===== src/rtl/vga_line_prefetch.sv =====
// vga_line_prefetch: prefetches one 1bpp line from SRAM ahead of display into a double-buffered line store (VGA_PREFETCH_BITREV_EN bit-reverses captured words)
module vga_line_prefetch #(
  parameter int WORDS_PER_LINE = 20,
  parameter int LINES = 480,
  parameter int FB_BASE = 0
) (
  input  logic        clk,
  input  logic        nrst,
  input  logic        frame_start,
  input  logic        line_done,
  input  logic [4:0]  rd_word_idx,
  output logic [31:0] rd_word,
  output logic        line_ready,
  output logic        underrun,
  input  logic [31:0] SRAM_data_in,
  input  logic        SRAM_busy,
  output logic [31:0] word_address_dest,
  output logic [3:0]  byte_select,
  output logic        read_en
);
  typedef enum logic [1:0] {IDLE, FETCH, FULL} state_t;
  localparam logic [4:0] WPL = 5'(WORDS_PER_LINE);
  localparam logic [4:0] LAST = 5'(WORDS_PER_LINE - 1);
  localparam logic [8:0] NLINES = 9'(LINES);
  state_t state_q, state_d;
  logic sel_q, sel_d, front_valid_q, front_valid_d, underrun_q, underrun_d;
  logic [8:0] fetch_line_q, fetch_line_d, next_line;
  logic [4:0] idx_q, idx_d;
  logic [31:0] rd_word_q, rd_word_d, cap_word;
  logic [31:0] buf_q [2][WORDS_PER_LINE];
  logic [31:0] buf_d [2][WORDS_PER_LINE];
`ifdef VGA_PREFETCH_BITREV_EN
  always_comb cap_word = {<<{SRAM_data_in}};
`else
  always_comb cap_word = SRAM_data_in;
`endif
  always_comb begin
    state_d = state_q;
    sel_d = sel_q;
    front_valid_d = front_valid_q;
    fetch_line_d = fetch_line_q;
    idx_d = idx_q;
    buf_d = buf_q;
    underrun_d = 1'b0;
    next_line = fetch_line_q + 9'd1;
    rd_word_d = (front_valid_q && rd_word_idx < WPL) ? buf_q[sel_q][rd_word_idx] : '0;
    if (frame_start) begin
      fetch_line_d = '0;
      idx_d = '0;
      front_valid_d = 1'b0;
      state_d = FETCH;
    end else if (state_q == FETCH) begin
      if (line_done) begin
        underrun_d = 1'b1;
        front_valid_d = 1'b0;
      end
      if (!SRAM_busy) begin
        buf_d[~sel_q][idx_q] = cap_word;
        idx_d = (idx_q == LAST) ? '0 : idx_q + 5'd1;
        state_d = (idx_q == LAST) ? FULL : FETCH;
      end
    end else if (state_q == FULL) begin
      if (line_done || !front_valid_q) begin
        sel_d = ~sel_q;
        front_valid_d = 1'b1;
        fetch_line_d = next_line;
        state_d = (next_line < NLINES) ? FETCH : IDLE;
      end
    end else if (line_done && fetch_line_q >= NLINES) begin
      front_valid_d = 1'b0;
    end
  end
  always_ff @(posedge clk or negedge nrst) begin
    if (!nrst) begin
      state_q <= IDLE;
      sel_q <= 1'b0;
      front_valid_q <= 1'b0;
      fetch_line_q <= '0;
      idx_q <= '0;
      rd_word_q <= '0;
      underrun_q <= 1'b0;
      buf_q <= '{default: '0};
    end else begin
      state_q <= state_d;
      sel_q <= sel_d;
      front_valid_q <= front_valid_d;
      fetch_line_q <= fetch_line_d;
      idx_q <= idx_d;
      rd_word_q <= rd_word_d;
      underrun_q <= underrun_d;
      buf_q <= buf_d;
    end
  end
  assign read_en = state_q == FETCH;
  assign byte_select = {4{read_en}};
  assign word_address_dest = read_en ? 32'(FB_BASE) + 32'(fetch_line_q) * 32'(WORDS_PER_LINE) + 32'(idx_q) : '0;
  assign rd_word = rd_word_q;
  assign line_ready = front_valid_q;
  assign underrun = underrun_q;
endmodule


===== config.mk =====
export PLATFORM = sky130hd
export DESIGN_NAME = vga_line_prefetch
export DESIGN_NICKNAME = d
export VERILOG_FILES = /design/src/rtl/vga_line_prefetch.sv
export SDC_FILE = /design/constraint.sdc
export NUM_CORES = 2
export LEC_CHECK = 0
export BUFFER_PORTS_ARGS = -buffer_cell sky130_fd_sc_hd__buf_2
export CAP_MARGIN = 20
export CORE_ASPECT_RATIO = 0.5
export CORE_MARGIN = 5
export CORE_UTILIZATION = 63
export DETAILED_ROUTE_END_ITERATION = 8
export HOLD_SLACK_MARGIN = 0.05
export PLACE_DENSITY = 0.77
export SLEW_MARGIN = 40
export SYNTH_ARGS = -nofsm -noshare
export SYNTH_HDL_FRONTEND = slang
export SYNTH_SLANG_ARGS = --single-unit

===== constraint.sdc =====
create_clock -name clk -period 4.5 [get_ports clk]
set_input_delay 0.9 -clock clk [delete_from_list [all_inputs] [get_ports clk]]
set_output_delay 0.9 -clock clk [all_outputs]
set_load 0.02 [all_outputs]

Yosys cells after proc, flatten, opt, wreduce, memory -nomap -nowiden

Index checks and enable logic that the tools add are counted.

Bits of input ports: 42
Bits in registers: 1331
Logic and storage cells: 131

Multipliers: 1
Reductions and logical operators: 18
Add/subtract/negate cells: 3
Order comparisons: 9
Equality and inequality tests: 8
Bitwise operators: 8
Mux-type cells: 37

Operators with widths:

| kind                                                                  | count |
|---|---|
| 640-bit 2-to-1 mux                                                    | 4 |
| 1280-bit bitwise mux                                                  | 1 |
| 640-bit demux with 1-bit select                                       | 1 |
| 32-bit binary-select mux with 5-bit select                            | 1 |
| 32-bit demux with 5-bit select                                        | 1 |
| 32-bit 2-to-1 mux                                                     | 4 |
| 9-bit 2-to-1 mux                                                      | 4 |
| 5-bit 2-to-1 mux                                                      | 4 |
| 14-bit by 5-bit adder with 15-bit output                              | 1 |
| 15-bit 2-to-1 mux                                                     | 1 |
| 6-bit greater-or-equal comparator (second input constant)             | 2 |
| 9-bit by 3-bit multiplier with 12-bit output (second input constant)  | 1 |
| 2-bit 2-to-1 mux                                                      | 6 |
| 5-bit inverter with 6-bit output                                      | 2 |
| 3-bit AND reduction                                                   | 4 |
| 1-bit 2-to-1 mux                                                      | 10 |
| 9-bit by 1-bit adder with 9-bit output (second input constant)        | 1 |
| 9-bit greater-or-equal comparator (second input constant)             | 1 |
| 9-bit < comparator (second input constant)                            | 1 |
| 6-bit by 1-bit < comparator with 1-bit output (second input constant) | 1 |
| 3-bit inequality test (second input constant)                         | 2 |
| 2-bit nonzero test                                                    | 3 |
| 3-bit nonzero test                                                    | 2 |
| 5-bit by 1-bit adder with 5-bit output (second input constant)        | 1 |
| other kinds (16)                                                      | 25 |

Logic depth before layout (Yosys ltp)

Depth in word-level cells: 8
Depth in mapped cells: 9
Depth with buffers taken out: 9

Least setup slack after synthesis

OpenSTA, ideal clock, no wires.

Path type: register -> output
From: register fetch_line_q[1]
To: output port word_address_dest[13]
Stages on the path, launching flop included: 10
Path slack: 0.668 ns
Path buffers: 0
Required time: 3.600 ns
Data arrival time: 2.932 ns
Cell sequence: dfrtp_1 ha_1 ha_1 fa_1 a211oi_1 o21ai_0 a211oi_1 nand2_1 a22o_1 a21oi_1

Word-level cells in the longest chain between the ends: 3

Ends and longest elaborated chain:

| item                                         | RTL line | source |
|---|---|---|
| start, declared                              | 27       | `logic [8:0] fetch_line_q, fetch_line_d, next_line;` |
| start signal, assigned                       | 87       | `fetch_line_q <= fetch_line_d;` |
| 9-bit by 3-bit multiplier with 12-bit output | 96       | `assign word_address_dest = read_en ? 32'(FB_BASE) + 32'(fetch_line_q) * 32'(WORDS_PER_LINE) + 32'(idx_q) : '0;` |
| 14-bit by 5-bit adder with 15-bit output     | 96       |  |
| 15-bit 2-to-1 mux                            | 96       |  |
| end, declared                                | 17       | `output logic [31:0] word_address_dest,` |

Every way passes these cells.

Worst setup path in the final report

From: register fetch_line_q[3]
To: output port word_address_dest[13]

Same word-level chain as after synthesis.

==> impl_metrics.tcl <==
set metrics [dict create \
    critical_path.startpoint "fetch_line_q[3]" \
    layout_commonest_cell "sky130_fd_sc_hd__dfrtp_1" \
    postSynthAreaPerCell_um2 16.1 \
    finalCritPeriodShare 0.969 \
    clock_power_share 0.430 \
    r2r_slack_ns 1.38 \
    floorplan.die_area_um2 102000 \
    grt_pass1_vias 36000 \
    regToRegEndpoint "buf_q[506]" \
    final.hold.worst_slack_ns 0.110 \
    post_cts_hold_buffer_count 0 \
    report.power.total_mw 24.0 \
    cts_tree "done" \
    die-height_um 229 \
    clock_latency_ns 0.74 \
    reg_to_reg_startpoint "state_q[1]" \
    core_um2 95200 \
    globalRouteOverflowTotal 0 \
    grt_max_degree 130 \
    die_x_um 448 \
    postSynthRegisterBits 1331 \
    share_seq_of_total_power 0.522 \
    drt_drc_violations_left 0 \
    critPathRequiredTime_ns 3.60 \
    clk_pin_slew_ns 0.07 \
    drt_pre_antenna_iters 5 \
    detailed_place_hpwl_mm 87.9 \
    finalInstanceArea_um2 66700 \
    timing.reg2reg.worst_path_depth 8 \
    routed_wire_length_per_instance_um 29.4 \
    globalplace.congestion 0.809 \
    power.share.switching 0.228 \
    area_delta_synth_final_pct 10.7 \
    row_count 80 \
    drt_wl_total_mm 150 \
    crit_type "reg -> out" \
    switchingPower_mw 5.47 \
    fill_cells 6078 \
    postPlaceCellArea_um2 62800 \
    multi_input_comb_area_um2 25700 \
    layout.nets 3787 \
    setup_ws_ns 0.138 \
    floorplan.io_pins 113 \
    slew-limit-headroom 0.403 \
    grt_antenna_before_repair 3 \
    worst_hold_path_type "in -> async" \
    cts_num_sinks 1331 \
    yosys_warnings 0 \
    irDropWorstVdd_v 0.000305 \
    commonest_cells_after_routing_fill_and_taps_aside "sky130_fd_sc_hd__dfrtp_1, sky130_fd_sc_hd__mux2_2, sky130_fd_sc_hd__mux4_2" \
    ys_types 41 \
    cts_made_buffers 113 \
    timing_max_transition_violations_final 0 \
    seq_area_um2 33300 \
    worstSetupEndpointType "primary output" \
    p_int_mw 18.5 \
    floorplan.initialDensity 0.633 \
    run_status "complete, no violations" \
    rsz_0062_raised_after_global_routing "true" \
    num_vias 33700 \
    syn-cell-area_um2 60300 \
    final-setup-viol-count 0 \
    power.density_nw_per_um2 360 \
    final.min_clock_period_ns 4.36 \
    finalHoldViolCount 0 \
    buffer_ports.inserted 94 \
    cellLeakagePower_nw 32.8 \
    final_antenna_net_count 0 \
    worst_slew_pin_slew_ns 0.896 \
    route.detailed.vias_per_inst 6.63 \
    cts_max_path_buffers 3 \
    grt_first_pass_wirelength_mm 231 \
    clock_skew_ns 0.0174 \
    drt_first_iter_violations 2910 \
    share_comb_of_total_power 0.047 \
    ys_seq_area_frac 0.552 \
    cts.htree.levels 3 \
    layout.core_utilization 0.701 \
    clock_tree.root_cell "sky130_fd_sc_hd__clkbuf_16" \
    start_kind "flop" \
    netlist_instances 3752 \
    cp.arrival_ns 3.46 \
    preCtsSetupSlack_ns 0.594 \
    drive_gt1_frac 0.562 \
    timing.critical_path.fanout_max 6 \
    drv_cap 0 \
    grtUsageTotal 0.302 \
    fmax_mhz 229 \
]
power by group through the flow:
stage / sequential (mW) / combinational [mW] / clock [mW]
5_1_grt: 12.6 / 1.25 / 11.0
2_1_floorplan: 12.7 / 0.666 / 0
6_report: 12.5 / 1.14 / 10.3
3_5_place_dp: 12.8 / 1.15 / 0
3_3_place_gp: 12.7 / 1.10 / 0
4_1_cts: 12.5 / 1.15 / 10.5
synthesized netlist by cell type:
cell type,instances,area (um2)
sky130_fd_sc_hd__dfrtp_1,1331,33300
sky130_fd_sc_hd__mux2_2,1303,14700
sky130_fd_sc_hd__mux4_2,378,8510
sky130_fd_sc_hd__clkbuf_1,208,781
sky130_fd_sc_hd__nand2_1,115,432
sky130_fd_sc_hd__buf_1,88,330
sky130_fd_sc_hd__buf_2,57,285
sky130_fd_sc_hd__nor2_1,35,131
sky130_fd_sc_hd__a22oi_1,32,240
sky130_fd_sc_hd__buf_4,23,173
sky130_fd_sc_hd__ha_1,23,288
sky130_fd_sc_hd__a21oi_1,17,85.1
sky130_fd_sc_hd__nand3_1,16,80.1
sky130_fd_sc_hd__mux2_1,14,158
sky130_fd_sc_hd__xor2_1,14,123
sky130_fd_sc_hd__nor3_1,12,60.1
sky130_fd_sc_hd__o21ai_0,10,50.1
sky130_fd_sc_hd__and2_1,8,50.1
sky130_fd_sc_hd__inv_1,8,30.0
sky130_fd_sc_hd__xnor2_1,7,61.3
sky130_fd_sc_hd__mux2i_1,6,60.1
sky130_fd_sc_hd__nand4_1,6,37.5
sky130_fd_sc_hd__nor2b_1,5,31.3
sky130_fd_sc_hd__o211ai_1,5,37.5
sky130_fd_sc_hd__a211oi_1,4,30.0
sky130_fd_sc_hd__nor3b_1,4,30.0
sky130_fd_sc_hd__o21a_1,4,30.0
sky130_fd_sc_hd__nand2b_1,3,18.8
sky130_fd_sc_hd__and3_1,2,12.5
sky130_fd_sc_hd__fa_1,2,40.0
sky130_fd_sc_hd__o2111ai_1,2,17.5
sky130_fd_sc_hd__a21o_1,1,7.51
sky130_fd_sc_hd__a22o_1,1,8.76
sky130_fd_sc_hd__conb_1,1,3.75
sky130_fd_sc_hd__nand4b_1,1,8.76
sky130_fd_sc_hd__nor3_2,1,10.0
sky130_fd_sc_hd__nor4_1,1,6.26
sky130_fd_sc_hd__nor4_4,1,21.3
sky130_fd_sc_hd__nor4b_4,1,23.8
sky130_fd_sc_hd__o21ba_2,1,10.0
sky130_fd_sc_hd__or3_1,1,6.26
layout make-up:
type / instances / area share
tap: 1271 / 0.0238
clock buffer: 160 / 0.0494
antenna: 2 / 0.0000750
multi-input combinational: 2054 / 0.385
timing repair buffer: 212 / 0.0328
sequential: 1331 / 0.499
clock inverter: 52 / 0.00898
inverter: 8 / 0.000450
flip-flops by register name, indices dropped and copies added (netlist names):
signal	cells
buf_q	1280
rd_word	32
fetch_line_q	9
idx_q	5
state_q	2
line_ready	1
sel_q	1
underrun	1
critical path, cell delays in order (launching register included):
cell,delay [ns]
sky130_fd_sc_hd__dfrtp_2,0.45
sky130_fd_sc_hd__ha_1,0.29
sky130_fd_sc_hd__ha_1,0.24
sky130_fd_sc_hd__fa_2,0.44
sky130_fd_sc_hd__xor2_1,0.25
sky130_fd_sc_hd__nand2_2,0.14
sky130_fd_sc_hd__nor3_2,0.22
sky130_fd_sc_hd__nand4_1,0.16
sky130_fd_sc_hd__a22o_1,0.24
sky130_fd_sc_hd__a21oi_1,0.12
sky130_fd_sc_hd__buf_2,0.17
routing by layer:
layer,track usage,share of wire,up-vias
met4,0.0796,0.027,0
met5,0,0,-
met3,0.0668,0.073,248
met2,0.456,0.46,1025
met1,0.451,0.44,18600
li1,-,-,13900
what timing repair did:
action	in CTS	in global routing
gates resized for setup	2	10
setup endpoints to repair	3	4
pin swaps	0	3
buffers inserted	1	4
how the worst max path moves through the flow:
stage | to | slack (ns) | cells after the start
2_1_floorplan | word_address_dest[13] | 0.67 | 9
3_3_place_gp | word_address_dest[12] | 0.56 | 10
3_5_place_dp | word_address_dest[13] | 0.59 | 10
4_1_cts | word_address_dest[13] | 0.008 | 10
5_1_grt | word_address_dest[13] | -0.03 | 10
6_report | word_address_dest[13] | 0.14 | 10
stage by stage:
stage | std cells | TNS (ns)
finish | 5090 | 0
global route | 5090 | -0.0666
CTS | 5084 | 0
detailed placement | 4871 | 0
global placement | 4858 | 0
floorplan | 3769 | 0
logic make-up (layout without fill, tap and decap cells):
| logic type | after synthesis | count (layout) | share of synthesized area |
|---|---|---|---|
| flip-flops | 1331 | 1331 | 0.552 |
| AND/OR/NAND/NOR | 212 | 212 | 0.0159 |
| XOR/XNOR | 21 | 21 | 0.00305 |
| multiplexers | 1701 | 1701 | 0.388 |
| AO/OA/AOI/OAI | 77 | 77 | 0.00857 |
| buffers and inverters | 384 | 432 | 0.0265 |
| other | 1 | 20 | 0.0000622 |
| adder cells (fa/ha/maj) | 25 | 25 | 0.00544 |
Power figures use the tool's default switching activity.
